--- src/rtl/hilo_muldiv_ctrl.sv ---
// HI/LO owner with iterative shift-add multiply and restoring divide for MULT/MULTU/DIV/DIVU/MTHI/MTLO.
// Define MD_SINGLE_CYCLE_MUL_EN for a combinational multiply (1-cycle busy); divide stays iterative.
module hilo_muldiv_ctrl #(
    parameter int XLEN = 32
) (
    input  logic            clk,
    input  logic            rst_n,
    input  logic            start,
    input  logic [5:0]      func_code,
    input  logic [XLEN-1:0] op1,
    input  logic [XLEN-1:0] op2,
    input  logic            flush,
    output logic            busy,
    output logic            done,
    output logic            div_zero,
    output logic [XLEN-1:0] hi,
    output logic [XLEN-1:0] lo
);
    localparam logic [5:0] F_MULT  = 6'b011000;
    localparam logic [5:0] F_MULTU = 6'b011001;
    localparam logic [5:0] F_DIV   = 6'b011010;
    localparam logic [5:0] F_DIVU  = 6'b011011;
    localparam logic [5:0] F_MTHI  = 6'b010001;
    localparam logic [5:0] F_MTLO  = 6'b010011;
    localparam int CW = $clog2(XLEN) + 1;

    typedef enum logic [1:0] {S_IDLE, S_MUL, S_DIV, S_FIX} state_e;

    state_e              state_q, state_d;
    logic [CW-1:0]       cnt_q, cnt_d;
    logic [2*XLEN-1:0]   p_q, p_d;      // {acc/rem, multiplier/quotient}
    logic [XLEN-1:0]     d_q, d_d;      // multiplicand or divisor magnitude
    logic                is_div_q, is_div_d, qneg_q, qneg_d, rneg_q, rneg_d, dz_q, dz_d;
    logic [XLEN-1:0]     hi_q, hi_d, lo_q, lo_d;
    logic                done_q, done_d, divz_q, divz_d;

    logic                is_mul_op, is_div_op, is_sgn, a_neg, b_neg;
    logic [XLEN-1:0]     a_abs, b_abs;
    logic [XLEN:0]       mul_sum, div_sh, div_diff;
    logic [2*XLEN-1:0]   mul_raw, mul_res;
    logic [XLEN-1:0]     quo_res, rem_res;

    always_ff @(posedge clk or negedge rst_n) begin
        if (!rst_n) begin
            state_q  <= S_IDLE;
            cnt_q    <= '0;
            p_q      <= '0;
            d_q      <= '0;
            is_div_q <= 1'b0;
            qneg_q   <= 1'b0;
            rneg_q   <= 1'b0;
            dz_q     <= 1'b0;
            hi_q     <= '0;
            lo_q     <= '0;
            done_q   <= 1'b0;
            divz_q   <= 1'b0;
        end else begin
            state_q  <= state_d;
            cnt_q    <= cnt_d;
            p_q      <= p_d;
            d_q      <= d_d;
            is_div_q <= is_div_d;
            qneg_q   <= qneg_d;
            rneg_q   <= rneg_d;
            dz_q     <= dz_d;
            hi_q     <= hi_d;
            lo_q     <= lo_d;
            done_q   <= done_d;
            divz_q   <= divz_d;
        end
    end

    always_comb begin
        is_mul_op = (func_code == F_MULT) || (func_code == F_MULTU);
        is_div_op = (func_code == F_DIV)  || (func_code == F_DIVU);
        is_sgn    = (func_code == F_MULT) || (func_code == F_DIV);
        a_neg     = is_sgn & op1[XLEN-1];
        b_neg     = is_sgn & op2[XLEN-1];
        a_abs     = a_neg ? -op1 : op1;
        b_abs     = b_neg ? -op2 : op2;

        mul_sum  = {1'b0, p_q[2*XLEN-1:XLEN]} + {1'b0, (p_q[0] ? d_q : '0)};
        div_sh   = {p_q[2*XLEN-1:XLEN], p_q[XLEN-1]};
        div_diff = div_sh - {1'b0, d_q};

`ifdef MD_SINGLE_CYCLE_MUL_EN
        mul_raw = {{XLEN{1'b0}}, d_q} * {{XLEN{1'b0}}, p_q[XLEN-1:0]};
`else
        mul_raw = p_q;
`endif
        mul_res = qneg_q ? -mul_raw : mul_raw;
        // Divide-by-zero needs no special remainder: all-subtract-zero leaves |op1|, re-signed below.
        quo_res = dz_q ? '1 : (qneg_q ? -p_q[XLEN-1:0] : p_q[XLEN-1:0]);
        rem_res = rneg_q ? -p_q[2*XLEN-1:XLEN] : p_q[2*XLEN-1:XLEN];
    end

    always_comb begin
        state_d  = state_q;
        cnt_d    = cnt_q;
        p_d      = p_q;
        d_d      = d_q;
        is_div_d = is_div_q;
        qneg_d   = qneg_q;
        rneg_d   = rneg_q;
        dz_d     = dz_q;
        hi_d     = hi_q;
        lo_d     = lo_q;
        done_d   = 1'b0;
        divz_d   = divz_q;
        unique case (state_q)
            S_IDLE: begin
                if (start && !flush) begin
                    if (func_code == F_MTHI) begin
                        hi_d   = op1;
                        divz_d = 1'b0;
                    end else if (func_code == F_MTLO) begin
                        lo_d   = op1;
                        divz_d = 1'b0;
                    end else if (is_mul_op || is_div_op) begin
                        divz_d   = 1'b0;
                        cnt_d    = '0;
                        is_div_d = is_div_op;
                        qneg_d   = a_neg ^ b_neg;
                        rneg_d   = a_neg;
                        dz_d     = is_div_op && (op2 == '0);
                        if (is_div_op) begin
                            p_d     = {{XLEN{1'b0}}, a_abs};
                            d_d     = b_abs;
                            state_d = S_DIV;
                        end else begin
                            p_d     = {{XLEN{1'b0}}, b_abs};
                            d_d     = a_abs;
`ifdef MD_SINGLE_CYCLE_MUL_EN
                            state_d = S_FIX;
`else
                            state_d = S_MUL;
`endif
                        end
                    end
                end
            end
            S_MUL, S_DIV: begin
                if (flush) begin
                    state_d = S_IDLE;
                end else begin
                    if (state_q == S_MUL) begin
                        p_d = {mul_sum, p_q[XLEN-1:1]};
                    end else if (!div_diff[XLEN]) begin
                        p_d = {div_diff[XLEN-1:0], p_q[XLEN-2:0], 1'b1};
                    end else begin
                        p_d = {div_sh[XLEN-1:0], p_q[XLEN-2:0], 1'b0};
                    end
                    cnt_d = cnt_q + CW'(1);
                    if (cnt_q == CW'(XLEN - 1)) state_d = S_FIX;
                end
            end
            S_FIX: begin
                state_d = S_IDLE;
                if (!flush) begin
                    done_d = 1'b1;
                    divz_d = is_div_q & dz_q;
                    if (is_div_q) begin
                        hi_d = rem_res;
                        lo_d = quo_res;
                    end else begin
                        hi_d = mul_res[2*XLEN-1:XLEN];
                        lo_d = mul_res[XLEN-1:0];
                    end
                end
            end
            default: state_d = S_IDLE;
        endcase
    end

    always_comb begin
        busy     = (state_q != S_IDLE);
        done     = done_q;
        div_zero = divz_q;
        hi       = hi_q;
        lo       = lo_q;
    end
endmodule

--- config.mk ---
export PLATFORM = sky130hd
export DESIGN_NAME = hilo_muldiv_ctrl
export DESIGN_NICKNAME = d
export VERILOG_FILES = /design/src/rtl/hilo_muldiv_ctrl.sv
export SDC_FILE = /design/constraint.sdc
export NUM_CORES = 1
export LEC_CHECK = 0
export BUFFER_PORTS_ARGS = -buffer_cell sky130_fd_sc_hd__buf_2
export CAP_MARGIN = 10
export CORE_MARGIN = 1
export CORE_UTILIZATION = 55
export DETAILED_ROUTE_END_ITERATION = 6
export PLACE_DENSITY_LB_ADDON = 0.15
export RECOVER_POWER = 50
export SLEW_MARGIN = 20
export SYNTH_ARGS = -nofsm -noshare
export SYNTH_HDL_FRONTEND = slang
export SYNTH_SLANG_ARGS = --single-unit
--- constraint.sdc ---
create_clock -name clk -period 6.75 [get_ports clk]
set_input_delay 0.3375 -clock clk [delete_from_list [all_inputs] [get_ports clk]]
set_output_delay 0.3375 -clock clk [all_outputs]
set_load 0.01 [all_outputs]
Yosys cells after proc, flatten, opt, wreduce, memory -nomap -nowiden
Index checks and enable logic that the tools add are counted.

storage, ports and cells
  flip-flop bits (word level) = 174
  bits of input ports = 74
  word-level logic and storage cells = 115

operators by class
  add/sub/neg operators = 8
  eq/ne operators = 20
  muxes and demuxes = 50
  bitwise gates (word level) = 6
  reduce and logical (&&, ||, !) cells = 19

operators with widths
  operator                                                         count
  32-bit 2-to-1 mux                                                17
  64-bit 2-to-1 mux                                                8
  32-bit negator                                                   4
  32-bit case mux with 2 select lines                              2
  64-bit case mux with 2 select lines                              1
  64-bit negator                                                   1
  6-bit by 5-bit == test with 1-bit output, second input constant  7
  32-bit by 32-bit adder with 33-bit output                        1
  33-bit by 32-bit subtractor with 33-bit output                   1
  32-bit zero test                                                 1
  6-bit 2-to-1 mux                                                 5
  2-bit inequality test, second input constant                     8
  5-bit AND reduction                                              3
  2-bit 2-to-1 mux                                                 7
  6-bit case mux with 2 select lines                               1
  4-bit AND reduction                                              2
  1-bit 2-to-1 mux                                                 7
  6-bit by 1-bit adder with 6-bit output, second input constant    1
  2-bit case mux with 3 select lines                               1
  6-bit AND reduction                                              1
  2-bit nonzero test                                               3
  2-bit == test, second input constant                             2
  1-bit logical OR                                                 4
  4-bit inequality test, second input constant                     1
  other kinds (10)                                                 14

Depth between registers and ports, before layout
  word-level depth = 10
  gate-level depth with buffers = 14
  gate-level depth less buffers = 13

Least setup slack after synthesis
OpenSTA, ideal clock, no wires.

  path type = register to register
  start point = register p_q[0], in the netlist mul_raw[0]
  end point = register p_q[59], in the netlist mul_raw[59]
  arrival = 3.253 ns
  required time = 6.612 ns
  slack = 3.358 ns
  cell stages (with the launch flop) = 14
  cells stage by stage = dfrtp_1 > inv_1 > clkbuf_1 > nor2_1 > ha_1 > and3_1 > nand4_1 > a21o_1 > a21oi_1 > o21ai_1 > o311ai_1 > a2111oi_0 > a41o_1 > or4_1

on the way
  word-level cells in the longest chain between the ends = 5

ends and longest elaborated chain
  what                                       line  RTL
  from (decl)                                31    logic [2*XLEN-1:0] p_q, p_d;
  from (signal assigned)                     60    p_q <= p_d;
  32-bit 2-to-1 mux                          82    mul_sum = {1'b0, p_q[2*XLEN-1:XLEN]} + {1'b0, (p_q[0] ? d_q : '0)};
  32-bit by 32-bit adder with 33-bit output  82
  64-bit 2-to-1 mux                          146   if (state_q == S_MUL) begin
  64-bit 2-to-1 mux                          143   if (flush) begin
  64-bit case mux with 2 select lines        110   unique case (state_q)

Every way passes these cells. The select of a mux whose other input is x is not followed.
A chain may end at the register's enable or synchronous reset.

==> flow_metrics.py <==
metrics = {
    "outcome": {
        "outcome": "finished, violations left",
        "violations": "hold timing, capacitance limit, slew limit",
    },
    "power_and_ir_drop": {
        "p_switching_uw": 4010,
        "seqPwrFrac_pct": 26.3,
        "power_density_nw_per_um2": 465,
        "p_leak_uw": 0.00705,
        "comb_power_share_pct": 60.5,
        "vdd_drop_max_mv": 0.421,
        "internal_power_uw": 3760,
        "power_switching_share_pct": 51.6,
        "clkPwrFrac_pct": 13.3,
    },
    "drt": {
        "ant_nets": 0,
        "num_vias": 15600,
        "totalWireLength_mm": 54.9,
        "first_pass_iters": 6,
        "wl_per_cell_um": 22.7,
        "avgViaCountPerCell": 6.47,
        "drtIter0Drc": 2107,
        "drc_errors": 0,
    },
    "synthesis": {
        "synth_nets": 2124,
        "syn_avg_cell_area_sq_um": 7.78,
        "yosys_warnings": 0,
        "synth_top_area_share_pct": 28.3,
        "ys_ff_latch": 174,
        "synth_area_leaders": "dfrtp_1, a21oi_1, xnor2_1, ha_1, o21ai_0",
        "synthCells": 1976,
        "synth_cell_types": 70,
        "synth_seq_area_share_pct": 28.3,
        "synth_edf_count": 0,
        "syn_area_sq_um": 15400,
        "ys.flop_type": "dfrtp_1",
        "yosys.area.top_type": "dfrtp_1",
        "async_reset_ff_share_pct": 100,
    },
    "place": {
        "portBuffers": 140,
        "dpl-instance-area_sq_um": 16200,
        "place_congestion": 0.992,
        "dp_hpwl_mm": 41.2,
    },
    "floorplan": {
        "dieArea_sq_um": 28600,
        "start_util_pct": 56.5,
        "die_h_um": 169,
        "coreArea_sq_um": 27200,
        "rows": 60,
        "io_pins": 141,
        "die_x_um": 169,
    },
    "clocking": {
        "post-cts-setup-buffers": 0,
        "cts_max_level": 4,
        "cts_made_buffers": 17,
        "cts_max_path_buffers": 2,
        "cts_resized": 0,
        "hold_buffers": 0,
        "clock_sinks": 174,
        "clock_tree.root_cell": "clkbuf_16",
        "clkTransAtPathRegs_ns": 0.09,
        "cts_tree": "done",
        "clkLatencyLatePin_ns": 0.45,
    },
    "setup_path": {
        "crit_cells": 2,
        "crit_chain": "buf_6 > clkbuf_1",
        "ff2ff_path_depth": 12,
        "critPathBufInv": 2,
        "crit_family": "buffers and inverters",
        "crit_required_ns": 6.25,
        "end_kind": "asynchronous set/reset pin",
        "cp_max_fo": 100,
        "path_class": "in2async",
        "cp.arrival_ns": 4.27,
        "critPathMaxStageDelay_ns": 3.15,
        "crit_path_start_kind": "input port",
        "crit_slowest_cell": "clkbuf_1",
    },
    "layout": {
        "final_cell_area_sq_um": 16700,
        "nets": 2179,
        "syn2layout_area_growth_pct": 8.97,
        "diodes": 0,
        "final_layout_size_suffix_gt1_share_pct": 8.81,
    },
    "sta": {
        "max_clock_freq_ghz": 0.210,
        "worstMarginPinSlew_ns": 4.44,
        "drv_slew": 76,
        "rsz0062_at_grt": "no",
        "setup_viol": 0,
        "relSlewSlack_pct": -196,
        "period_minus_slack_ns": 4.77,
        "hold_viol": 2,
        "tns_ns": 0,
        "fin_crit_sh_pct": 70.7,
        "skew_ns": 0.0177,
        "holdWs_ns": -0.0121,
    },
    "grt": {
        "track_usage_pct": 38.7,
        "overflow": 0,
        "grt_pass1_vias": 14300,
        "grt_pass1_wl_mm": 84.4,
        "grt_start_max_net_pins": 101,
        "grt_antenna_before_repair": 0,
    },
    "flow_run": {
        "max_cap_violations": 1,
    },
    "min_path": {
        "min_path_type": "in2async",
    },
}
-- layer usage --
metal | up-vias | GRT usage (%) | share of wire [%]
li1 | 7247 | - | -
met3 | 112 | 9.03 | 11
met5 | - | 0 | 0
met2 | 917 | 54.6 | 41
met1 | 7366 | 56.7 | 44
met4 | 0 | 14.8 | 3.9
-- state kept, by name, indices dropped and copies added (netlist names) --
| name | flops |
|---|---|
| mul_raw | 64 |
| state_q | 2 |
| cnt_q | 6 |
| d_q | 32 |
| is_div_q | 1 |
| div_zero | 1 |
| lo | 32 |
| hi | 32 |
| done | 1 |
| dz_q | 1 |
| qneg_q | 1 |
| rneg_q | 1 |
-- final timing paths --
kind,startpoint,to,slack [ns]
worst max register to register,mul_raw[0]$_DFFE_PN0P_,mul_raw[59]$_DFFE_PN0P_,2.04
worst min-delay path,rst_n,hi[12]$_DFFE_PN0P_,-0.01
min in group clk,flush,done$_DFF_PN0_,0.14
max in group clk,mul_raw[0]$_DFFE_PN0P_,mul_raw[59]$_DFFE_PN0P_,2.04
worst min register to register,hi[10]$_DFFE_PN0P_,hi[10]$_DFFE_PN0P_,0.48
worst max-delay path,rst_n,d_q[0]$_DFFE_PN0P_,1.98
-- per-stage QoR --
step / setup slack (ns) / hold WS [ns] / power [uW] / utilization [%] / cells
global placement: 2.31 / 0.455 / 6560 / 59.7 / 2384
floorplan: 3.36 / 0.0419 / 5210 / - / 1976
global route: 1.01 / 0.0647 / 8300 / 61.6 / 2416
detailed placement: 2.05 / 0.462 / 6640 / 59.7 / 2384
finish: 1.98 / -0.0121 / 7780 / 61.6 / 2416
CTS: 2.07 / 0.0360 / 7680 / 61.9 / 2416
-- cell usage after synthesis, drive strengths merged (10+ instances only) --
library cell / number
nand2: 228
a21oi: 189
o21ai: 182
nor2: 178
dfrtp: 174
xnor2: 107
clkbuf: 103
ha: 72
inv: 68
xor2: 68
a21o: 49
mux2i: 43
a211oi: 39
nand3: 36
nor3: 34
o31ai: 32
mux2: 30
o22ai: 26
or3: 26
nand2b: 23
o211ai: 20
buf: 19
or4: 19
and3: 17
a31oi: 15
nand4: 14
nor2b: 12
nor4: 11
o21bai: 11
o41ai: 11
a22oi: 10
and2: 10
o221ai: 10
-- layout by cell type (no fill, tap or decap), types with 32 or more instances in the layout --
master    Yosys  layout
a211oi_1     39      39
a21o_1       49      47
a21oi_1     189     188
buf_2         3      73
clkbuf_1    103      67
dfrtp_1     174     174
ha_1         72      70
inv_1        68      67
mux2i_1      43      43
nand2_1     228     226
nand3_1      36      36
nor2_1      178     177
nor3_1       32      32
o21ai_0     178     178
xnor2_1     107     107
xor2_1       68      68
-- kinds of logic (layout without fill, tap and decap cells) --
group                    count (synthesis)  in the layout  synth area share (%)
multiplexers                            73             73                  5.00
flip-flops                             174            174                  28.3
XOR/XNOR                               175            175                  9.98
AO/OA/AOI/OAI                          656            656                  26.5
AND/OR/NAND/NOR                        634            634                  19.4
buffers and inverters                  190            258                  4.67
adder cells (fa/ha/maj)                 74             74                  6.12
-- cell type report --
cell class	instances	area, sq um
inverters	68	255
repair buffers	158	756
clock buffers	17	425
fillers	2573	10400
multi-input cells	1612	10300
well taps	372	465
clock inverters	15	168
flip-flops and latches	174	4350
-- power groups by stage --
stage,logic [uW],clock network [uW],registers (uW)
4_1_cts,4630,1030,2010
3_5_place_dp,4610,0,2030
6_report,4700,1030,2040
2_1_floorplan,3300,0,1910
3_3_place_gp,4550,0,2010
5_1_grt,5130,1070,2100
No activity file was read; power rests on OpenSTA's default activity.
